==> src/rtl/cpu_if_arb_pkg.sv <==
// Shared types and constants for the CPU register-bus round-robin arbiter.
package cpu_if_arb_pkg;

  localparam int ADDR_WIDTH = 30;
  localparam int DATA_WIDTH = 32;

  // Read data returned to a requester whose access was completed by timeout.
  localparam logic [DATA_WIDTH-1:0] ERROR_READ_DATA = 32'hDEAD_BEEF;

  typedef enum logic [1:0] {
    ST_IDLE  = 2'd0,
    ST_WAIT  = 2'd1,
    ST_DONE  = 2'd2,
    ST_FLUSH = 2'd3
  } cpu_if_arb_state_e;

endpackage

==> src/rtl/cpu_if_rr_picker.sv <==
// Combinational rotate-priority picker: returns the first set request bit at
// or after the pointer, wrapping modulo NUM_REQ.
module cpu_if_rr_picker #(
  parameter int NUM_REQ = 4,
  parameter int PTR_W   = $clog2(NUM_REQ)
) (
  input  logic [NUM_REQ-1:0] req,
  input  logic [PTR_W-1:0]   ptr,
  output logic [PTR_W-1:0]   grant_idx,
  output logic               grant_valid
);

  // Scan from the farthest offset down to offset 0 so the closest request wins.
  always_comb begin
    int idx;
    logic [PTR_W-1:0] idx_w;
    grant_valid = 1'b0;
    grant_idx   = '0;
    idx         = 0;
    idx_w       = '0;
    for (int i = NUM_REQ - 1; i >= 0; i--) begin
      idx = int'(ptr) + i;
      if (idx >= NUM_REQ) idx = idx - NUM_REQ;
      idx_w = PTR_W'(idx);
      if (req[idx_w]) begin
        grant_valid = 1'b1;
        grant_idx   = idx_w;
      end
    end
  end

endmodule

==> src/rtl/cpu_if_arbiter.sv <==
// Round-robin arbiter sharing one downstream CPU register bus between
// NUM_REQ requesters. Optional access timeout: CPU_IF_ARB_TIMEOUT_EN.
//
// Handshake: a requester raises req_read/req_write (write wins if both) and
// holds it, with address/data stable, until its one-cycle req_access_complete
// bit; it drops the request on the following edge. Downstream sees a
// single-cycle m_read/m_write pulse and answers with a single-cycle
// m_access_complete; only one downstream access is ever outstanding.
module cpu_if_arbiter
  import cpu_if_arb_pkg::*;
#(
  parameter int NUM_REQ        = 4,
  parameter int TIMEOUT_CYCLES = 1024
) (
  input  logic                                  clk,
  input  logic                                  reset_n,
  input  logic [NUM_REQ-1:0]                    req_read,
  input  logic [NUM_REQ-1:0]                    req_write,
  input  logic [NUM_REQ-1:0][ADDR_WIDTH-1:0]    req_address,
  input  logic [NUM_REQ-1:0][DATA_WIDTH-1:0]    req_write_data,
  output logic [DATA_WIDTH-1:0]                 req_read_data,
  output logic [NUM_REQ-1:0]                    req_access_complete,
  output logic [NUM_REQ-1:0]                    req_error,
  output logic                                  m_read,
  output logic                                  m_write,
  output logic [ADDR_WIDTH-1:0]                 m_address,
  output logic [DATA_WIDTH-1:0]                 m_write_data,
  input  logic [DATA_WIDTH-1:0]                 m_read_data,
  input  logic                                  m_access_complete,
  output cpu_if_arb_state_e                     dbg_state
);

  localparam int PTR_W = $clog2(NUM_REQ);

  if (NUM_REQ < 2) begin : g_bad_num_req
    $error("cpu_if_arbiter: NUM_REQ must be at least 2");
  end
  if (TIMEOUT_CYCLES < 1) begin : g_bad_timeout
    $error("cpu_if_arbiter: TIMEOUT_CYCLES must be at least 1");
  end

  cpu_if_arb_state_e        state_q, state_d;
  logic [PTR_W-1:0]         ptr_q, ptr_d;
  logic [PTR_W-1:0]         grant_q, grant_d;
  logic                     is_wr_q, is_wr_d;
  logic                     m_read_q, m_read_d;
  logic                     m_write_q, m_write_d;
  logic [ADDR_WIDTH-1:0]    m_address_q, m_address_d;
  logic [DATA_WIDTH-1:0]    m_write_data_q, m_write_data_d;
  logic [DATA_WIDTH-1:0]    rdata_q, rdata_d;
  logic [NUM_REQ-1:0]       cmpl_q, cmpl_d;

  logic [PTR_W-1:0]         pick_idx;
  logic                     pick_valid;

`ifdef CPU_IF_ARB_TIMEOUT_EN
  localparam int CNT_W = $clog2(TIMEOUT_CYCLES + 1);
  logic [CNT_W-1:0]         cnt_q, cnt_d;
  logic [NUM_REQ-1:0]       err_q, err_d;
`endif

  cpu_if_rr_picker #(
    .NUM_REQ (NUM_REQ),
    .PTR_W   (PTR_W)
  ) u_picker (
    .req         (req_read | req_write),
    .ptr         (ptr_q),
    .grant_idx   (pick_idx),
    .grant_valid (pick_valid)
  );

  // Next-state and next-output computation for the arbitration FSM.
  always_comb begin
    state_d        = state_q;
    ptr_d          = ptr_q;
    grant_d        = grant_q;
    is_wr_d        = is_wr_q;
    m_read_d       = 1'b0;
    m_write_d      = 1'b0;
    m_address_d    = m_address_q;
    m_write_data_d = m_write_data_q;
    rdata_d        = rdata_q;
    cmpl_d         = '0;
`ifdef CPU_IF_ARB_TIMEOUT_EN
    cnt_d          = cnt_q;
    err_d          = '0;
`endif
    case (state_q)
      ST_IDLE: begin
        if (pick_valid) begin
          grant_d        = pick_idx;
          is_wr_d        = req_write[pick_idx];
          m_write_d      = req_write[pick_idx];
          m_read_d       = ~req_write[pick_idx];
          m_address_d    = req_address[pick_idx];
          m_write_data_d = req_write_data[pick_idx];
          ptr_d          = (pick_idx == PTR_W'(NUM_REQ - 1)) ? '0 : pick_idx + 1'b1;
          state_d        = ST_WAIT;
`ifdef CPU_IF_ARB_TIMEOUT_EN
          cnt_d          = '0;
`endif
        end
      end
      ST_WAIT: begin
        if (m_access_complete) begin
          if (!is_wr_q) rdata_d = m_read_data;
          cmpl_d[grant_q] = 1'b1;
          state_d         = ST_DONE;
        end
`ifdef CPU_IF_ARB_TIMEOUT_EN
        else if (cnt_q == CNT_W'(TIMEOUT_CYCLES - 1)) begin
          rdata_d         = ERROR_READ_DATA;
          cmpl_d[grant_q] = 1'b1;
          err_d[grant_q]  = 1'b1;
          cnt_d           = '0;
          state_d         = ST_FLUSH;
        end else begin
          cnt_d = cnt_q + 1'b1;
        end
`endif
      end
      ST_DONE: begin
        // Requests are ignored here so the completing requester can drop.
        state_d = ST_IDLE;
      end
      ST_FLUSH: begin
`ifdef CPU_IF_ARB_TIMEOUT_EN
        // Absorb the late downstream completion, or give up after a timeout.
        if (m_access_complete || (cnt_q == CNT_W'(TIMEOUT_CYCLES - 1))) begin
          state_d = ST_IDLE;
        end else begin
          cnt_d = cnt_q + 1'b1;
        end
`else
        state_d = ST_IDLE;
`endif
      end
      default: state_d = ST_IDLE;
    endcase
  end

  // Register FSM state and every output.
  always_ff @(posedge clk or negedge reset_n) begin
    if (!reset_n) begin
      state_q        <= ST_IDLE;
      ptr_q          <= '0;
      grant_q        <= '0;
      is_wr_q        <= 1'b0;
      m_read_q       <= 1'b0;
      m_write_q      <= 1'b0;
      m_address_q    <= '0;
      m_write_data_q <= '0;
      rdata_q        <= '0;
      cmpl_q         <= '0;
`ifdef CPU_IF_ARB_TIMEOUT_EN
      cnt_q          <= '0;
      err_q          <= '0;
`endif
    end else begin
      state_q        <= state_d;
      ptr_q          <= ptr_d;
      grant_q        <= grant_d;
      is_wr_q        <= is_wr_d;
      m_read_q       <= m_read_d;
      m_write_q      <= m_write_d;
      m_address_q    <= m_address_d;
      m_write_data_q <= m_write_data_d;
      rdata_q        <= rdata_d;
      cmpl_q         <= cmpl_d;
`ifdef CPU_IF_ARB_TIMEOUT_EN
      cnt_q          <= cnt_d;
      err_q          <= err_d;
`endif
    end
  end

  assign m_read              = m_read_q;
  assign m_write             = m_write_q;
  assign m_address           = m_address_q;
  assign m_write_data        = m_write_data_q;
  assign req_read_data       = rdata_q;
  assign req_access_complete = cmpl_q;
  assign dbg_state           = state_q;
`ifdef CPU_IF_ARB_TIMEOUT_EN
  assign req_error           = err_q;
`else
  assign req_error           = '0;
`endif

endmodule

==> config.mk <==
export PLATFORM = sky130hd
export DESIGN_NAME = cpu_if_arbiter
export DESIGN_NICKNAME = d
export VERILOG_FILES = /design/src/rtl/cpu_if_arb_pkg.sv /design/src/rtl/cpu_if_rr_picker.sv /design/src/rtl/cpu_if_arbiter.sv
export SDC_FILE = /design/constraint.sdc
export NUM_CORES = 1
export LEC_CHECK = 0
export CORE_AREA = 2 2 156 158
export DETAILED_ROUTE_END_ITERATION = 8
export DIE_AREA = 0 0 158 160
export DONT_BUFFER_PORTS = 1
export GPL_ROUTABILITY_DRIVEN = 0
export GPL_TIMING_DRIVEN = 0
export PLACE_DENSITY_LB_ADDON = 0.15
export REMOVE_ABC_BUFFERS = 1
export SLEW_MARGIN = 20
export SYNTH_ARGS = -nofsm -noshare
export SYNTH_HDL_FRONTEND = slang
export SYNTH_SLANG_ARGS = --single-unit
==> constraint.sdc <==
create_clock -name clk -period 3.3 [get_ports clk]
set_input_delay 0.495 -clock clk [delete_from_list [all_inputs] [get_ports clk]]
set_output_delay 0.495 -clock clk [all_outputs]
set_load 0.01 [all_outputs]
Yosys cells after proc, flatten, opt, wreduce, memory -nomap -nowiden

Cells that the tools add are included.

Output and inout bits: 106
Input port bits: 291
Memory bits (read-only): 0
Logic and storage cells: 82
RAM bits: 0
Memories: 0
Register bits: 107
Latch bits: 0

Add/sub/neg operators: 8
Reduce and logical (&&, ||, !) cells: 6
Shift-type cells: 0
Div/mod/pow operators: 0
Multiply operators: 0
Bitwise operators: 3
Equal/unequal tests: 6
Order comparisons: 11
Muxes and demuxes: 38

Operators with widths:

| kind                | count |
|---|---|
| $bmux 32 s2         | 1 |
| $bmux 30 s2         | 1 |
| $mux 32             | 1 |
| $mux 30             | 1 |
| $mux 2              | 11 |
| $lt 2x3->1 const B  | 6 |
| $mux 1              | 14 |
| $bmux 1 s2          | 5 |
| $ge 3x3->1 const B  | 3 |
| $mux 4              | 2 |
| $sub 2x1->2 const B | 4 |
| $add 2x2->3 const B | 2 |
| $eq 2x2->1 const B  | 3 |
| $pmux 2 s3          | 1 |
| $ne 2x2->1 const B  | 2 |
| $or 4x4->4          | 1 |
| $reduce_and 2->1    | 2 |
| $add 2x1->3 const B | 1 |
| $ge 2x3->1 const B  | 1 |
| $reduce_and 3->1    | 1 |
| $add 2x1->2 const B | 1 |
| $demux 1 s2         | 1 |
| $eq 2x1->1 const B  | 1 |
| $ge 2x1->1 const B  | 1 |
| other kinds (4)     | 5 |

Logic depth before layout (Yosys ltp)

Depth in word-level cells: 14
Mapped depth: 9
Depth with buffers taken out: 7

By module

From an unflattened synthesis, not the netlist that was laid out.

Cells, all modules: 332
Area, all modules: 5625.4 um^2

By module, submodules not included:

| module           | instances | cells each | area an instance (um^2) | seq. area each (um^2) |
|---|---|---|---|---|
| cpu_if_arbiter   | 1         | 319        | 5547.8                  | 2677.6 |
| cpu_if_rr_picker | 1         | 13         | 77.6                    | 0.0 |

Worst setup path before layout

Ideal clock, no wire load.

Kind: in2reg
Start point: in req_read[3]
End point: reg ptr_q[0]
Arrival: 2029 ps
Stages: 7
Required time: 3205 ps
Slack: 1176 ps
Library setup time: 95 ps
Path buffers: 3
Cell sequence: or4_1 -> o21a_1 -> buf_2 -> buf_4 -> buf_4 -> ha_1 -> o31ai_1

Cells in the longest elaborated chain, start to end: 9
Elaborated cells on any way between the ends: 21
Those cells by class: add/sub (1); eq/ne (1); mux (17); bitwise (1); reduce/logical (1)

Ends and longest elaborated chain:

| element                      | RTL line               | source |
|---|---|---|
| from (decl)                  | cpu_if_arbiter.sv:17   | `input logic [NUM_REQ-1:0] req_read,` |
| $or 4x4->4 (*)               | cpu_if_arbiter.sv:66   | `.req (req_read \| req_write),` |
| $bmux 1 s2                   | cpu_if_rr_picker.sv:25 | `if (req[idx_w]) begin` |
| $mux 1 (implied by the code) | cpu_if_rr_picker.sv:25 |  |
| $mux 2 (3 in a row)          | cpu_if_rr_picker.sv:25 |  |
| $mux 2 (*)                   | cpu_if_rr_picker.sv:25 |  |
| named net pick_idx[1]        | cpu_if_arbiter.sv:53   | `logic [PTR_W-1:0] pick_idx;` |
| $eq 2x2->1 (*)               | cpu_if_arbiter.sv:97   | `ptr_d = (pick_idx == PTR_W'(NUM_REQ - 1)) ? '0 : pick_idx + 1'b1;` |
| $mux 2 (*)                   | cpu_if_arbiter.sv:97   |  |
| to (signal assigned)         | cpu_if_arbiter.sv:161  | `ptr_q <= ptr_d;` |
| to (decl)                    | cpu_if_arbiter.sv:43   | `logic [PTR_W-1:0] ptr_q, ptr_d;` |

Mark *: on every way through the listed nets, which the timed path passes. The rest lies on a longest branch. The select of a mux whose other input is x is not followed.
A chain may end at the register's enable or synchronous reset.

Worst setup path in the final report

Start point: reg ptr_q[1]
End point: reg m_write_data_q[31] (netlist: m_write_data[31])

Cells in the longest elaborated chain, start to end: 11
Elaborated cells on any way between the ends: 34
Those cells by class: add/sub (7); order compare (4); mux (22); reduce/logical (1)

Ends and longest elaborated chain:

| element                                   | RTL line               | source |
|---|---|---|
| $add 2x2->3                               | cpu_if_rr_picker.sv:22 | `idx = int'(ptr) + i;` |
| $ge 3x3->1 or $sub 2x1->2 (tied branches) | cpu_if_rr_picker.sv:23 | `if (idx >= NUM_REQ) idx = idx - NUM_REQ;` |
| $mux 2                                    | cpu_if_rr_picker.sv:23 |  |
| $bmux 1 s2                                | cpu_if_rr_picker.sv:25 |  |
| $mux 1 (implied by the code)              | cpu_if_rr_picker.sv:25 |  |
| $mux 2 (4 in a row)                       | cpu_if_rr_picker.sv:25 |  |
| $bmux 32 s2                               | cpu_if_arbiter.sv:96   | `m_write_data_d = req_write_data[pick_idx];` |
| $mux 32 (implied by the code)             | cpu_if_arbiter.sv:96   |  |
| to (signal assigned)                      | cpu_if_arbiter.sv:167  | `m_write_data_q <= m_write_data_d;` |
| to (decl)                                 | cpu_if_arbiter.sv:49   | `logic [DATA_WIDTH-1:0] m_write_data_q, m_write_data_d;` |

Several ways; a longest one is shown, not always the timed one. The select of a mux whose other input is x is not followed.

==> impl_metrics.env <==
export IMPL_run_status="finished clean"
export IMPL_p_leak_nw=2.75
export IMPL_ios=397
export IMPL_fin_worst_skew_ns=0.0117
export IMPL_cpLargestDelayFamily="compound AO/OA/AOI/OAI gates"
export IMPL_hold_path_class="in -> async"
export IMPL_antenna_found_initial=0
export IMPL_avgSynthCellArea_um2=11.9
export IMPL_vdd_drop_max_uv=343
export IMPL_grt_pass1_vias=4194
export IMPL_maxSlewViolCount=0
export IMPL_yosysSeqAreaShare=0.464
export IMPL_p_total_mw=6.07
export IMPL_fin_crit_sh=0.765
export IMPL_setup_viol=0
export IMPL_fin_crit_ns=2.52
export IMPL_globalRouteMet1Util=0.142
export IMPL_remaining_drc_errors=0
export IMPL_io_buffers=0
export IMPL_max_clock_path_buffers=2
export IMPL_max_cap_viol_count=0
export IMPL_rsz0062_at_grt="no"
export IMPL_clock_latency_ns=0.35
export IMPL_grt_use_met2=0.229
export IMPL_wl_per_cell_um=21.0
export IMPL_grt_overflow=0
export IMPL_arrival_ns=2.71
export IMPL_cp_num_cells=6
export IMPL_reg2reg_depth=6
export IMPL_routed_via_density=4.92
export IMPL_start_util=0.242
export IMPL_cts_made_buffers=9
export IMPL_drive_gt1_frac=0.173
export IMPL_dieArea_um2=25300
export IMPL_dp_cells=775
export IMPL_die_h_um=160
export IMPL_ant_nets=0
export IMPL_ctsResizeCount=0
export IMPL_vias=3890
export IMPL_diodes=0
export IMPL_grt_pass1_wl_um=24400
export IMPL_p_per_area_nw_per_um2=950
export IMPL_synth_area_leader_cell="dfrtp_1"
export IMPL_met3_usage=0.0410
export IMPL_fin_nets=755
export IMPL_clock_sink_count=107
export IMPL_worst_setup_path_end_kind="flip-flop"
export IMPL_ys_warn_count=0
export IMPL_post_cts_buffers=0
export IMPL_cp_max_fo=43
export IMPL_syn_cell_area_um2=5770
export IMPL_start_kind="flip-flop"
export IMPL_cp_num_buf_inv=1
export IMPL_top_usage_layer="met2"
export IMPL_crit_type="reg -> reg"
export IMPL_firstDrtPassIters=4
export IMPL_crit_top_cell="nand2b_1"
export IMPL_finalHoldViolCount=0
export IMPL_rows=57
export IMPL_routed_wl_um=16600
export IMPL_cts_tree="done"
export IMPL_core_area_um2=23800
export IMPL_area_growth_synth_to_final_pct=10.7
export IMPL_holdBufCountCts=1
export IMPL_max_slew_margin_rel=0.402
export IMPL_synth_cell_types=37
export IMPL_grt_max_degree=108
export IMPL_yosysTopAreaCellShare=0.464
export IMPL_crit_slowest_cell="nand2b_1"
export IMPL_max_stage_delay_ns=0.62
export IMPL_die_x_um=158
export IMPL_finalNonFillerCells=791
export IMPL_max_freq_mhz=396
export IMPL_cp_cell_sequence="nand2b_1 -> a21boi_1 -> o21a_4 -> buf_16 -> nand2b_1 -> o221ai_1"
export IMPL_cts_root_buf="clkbuf_16"
export IMPL_ys_ff_latch=107
export IMPL_drtIter0Drc=190
export IMPL_worstPathRequired_ns=3.49
export IMPL_worst_slew_pin_slew_ns=0.890
export IMPL_htreeDepth=3
export IMPL_nFillCells=2480
export IMPL_clk_pin_slew_ns=0.08
export IMPL_track_usage=0.126
export IMPL_synthTopCellsByArea="dfrtp_1 (46%), mux2i_1 (21%), o221ai_1 (6.5%), mux2_2 (6.2%), o221ai_2 (5.2%)"
export IMPL_dp_hpwl_um=12000
export IMPL_synth_cells=486
## state kept, by name, indices dropped and copies added (netlist names)
name	count
req_read_data	32
m_write_data	32
ptr_q	2
m_write	1
m_address	30
m_read	1
grant_q	2
is_wr_q	1
dbg_state	2
req_access_complete	4
## cell usage after synthesis, drive strengths merged
master,n
nand3b,1
nand2b,2
a21boi,2
o221ai,63
clkinv,1
o21a,4
nand2,75
mux2,32
buf,33
nor2b,1
a21oi,1
o22ai,1
ha,1
or3,2
o21ba,1
or2,1
nor3,3
o31ai,1
or4,1
dfrtp,107
nor3b,1
conb,1
inv,3
nor4,1
nor2,5
a211oi,2
o21ai,2
mux2i,124
clkbuf,10
o211ai,2
and3,2
## area by class of cell
| type | count | area [um2] | share of cell area |
|---|---|---|---|
| Sequential cell | 107 | 2680 | 0.419 |
| Clock inverter | 6 | 62.6 | 0.00979 |
| Timing Repair Buffer | 6 | 143 | 0.0223 |
| Tap cell | 324 | 405 | 0.0634 |
| Multi-Input combinational cell | 335 | 2860 | 0.447 |
| Inverter | 4 | 20.0 | 0.00313 |
| Clock buffer | 9 | 225 | 0.0352 |
## metal layers
layer / up-vias / routed length, um
met5: - / 0
li1: 1772 / -
met1: 1896 / 6310
met4: 0 / 146
met2: 214 / 8720
met3: 8 / 1470
## worst reg2reg max path, delay by kind of cell (launching register included)
kind,cells,cell delay (ns)
and+or+nand+nor,2,0.79
buffers and inverters,1,0.29
DFF,1,0.45
AOI/OAI and AO/OA,3,0.85
## where the power goes
| part | leakage, nW | internal (mW) | switching, mW |
|---|---|---|---|
| clock network | 0.141 | 0.528 | 0.553 |
| registers | 1.31 | 1.93 | 0.776 |
| logic | 1.29 | 1.10 | 1.18 |
| total | 2.75 | 3.56 | 2.51 |
## layout by cell type (no fill, tap or decap), drive strengths merged
master	Yosys	routed
a211oi	2	2
a21boi	2	2
a21oi	1	1
and3	2	2
buf	33	6
clkbuf	10	9
clkinv	1	5
conb	1	4
dfrtp	107	107
ha	1	1
inv	3	5
mux2	32	32
mux2i	124	124
nand2	75	75
nand2b	2	2
nand3b	1	1
nor2	5	5
nor2b	1	1
nor3	3	3
nor3b	1	1
nor4	1	1
o211ai	2	2
o21a	4	4
o21ai	2	2
o21ba	1	1
o221ai	63	63
o22ai	1	1
o31ai	1	1
or2	1	1
or3	2	2
or4	1	1
## worst paths after layout
check	from	end	slack, ns
max	ptr_q[1]	m_write_data[31]	0.78
min	reset_n	m_address[4]	0.08
max reg2reg	ptr_q[1]	m_write_data[31]	0.78
min reg2reg	grant_q[0]	req_access_complete[2]	0.51
max in group asynchronous	reset_n	req_read_data[8]	2.78
min in group clk	m_access_complete	dbg_state[0]	0.23
## cell families after synthesis
kind of cell / share of synthesized area
adder cells (fa/ha/maj): 0.00217
AO/OA/AOI/OAI: 0.137
AND/OR/NAND/NOR: 0.0698
multiplexers: 0.277
other: 0.000650
buffers and inverters: 0.0492
flip-flops: 0.464
## through the flow
step	cell area [um2]	utilization	setup TNS [ns]	setup slack, ns	hold WS, ns
2_1_floorplan	5520	-	-110.47	-2.35	0.199
3_3_place_gp	5930	0.249	-183.72	-3.98	0.202
3_5_place_dp	6070	0.255	0	0.580	0.202
4_1_cts	6390	0.268	0	0.752	0.0888
5_1_grt	6390	0.268	0	0.582	0.102
6_report	6390	0.268	0	0.775	0.0825
No activity file was read; power rests on OpenSTA's default activity.
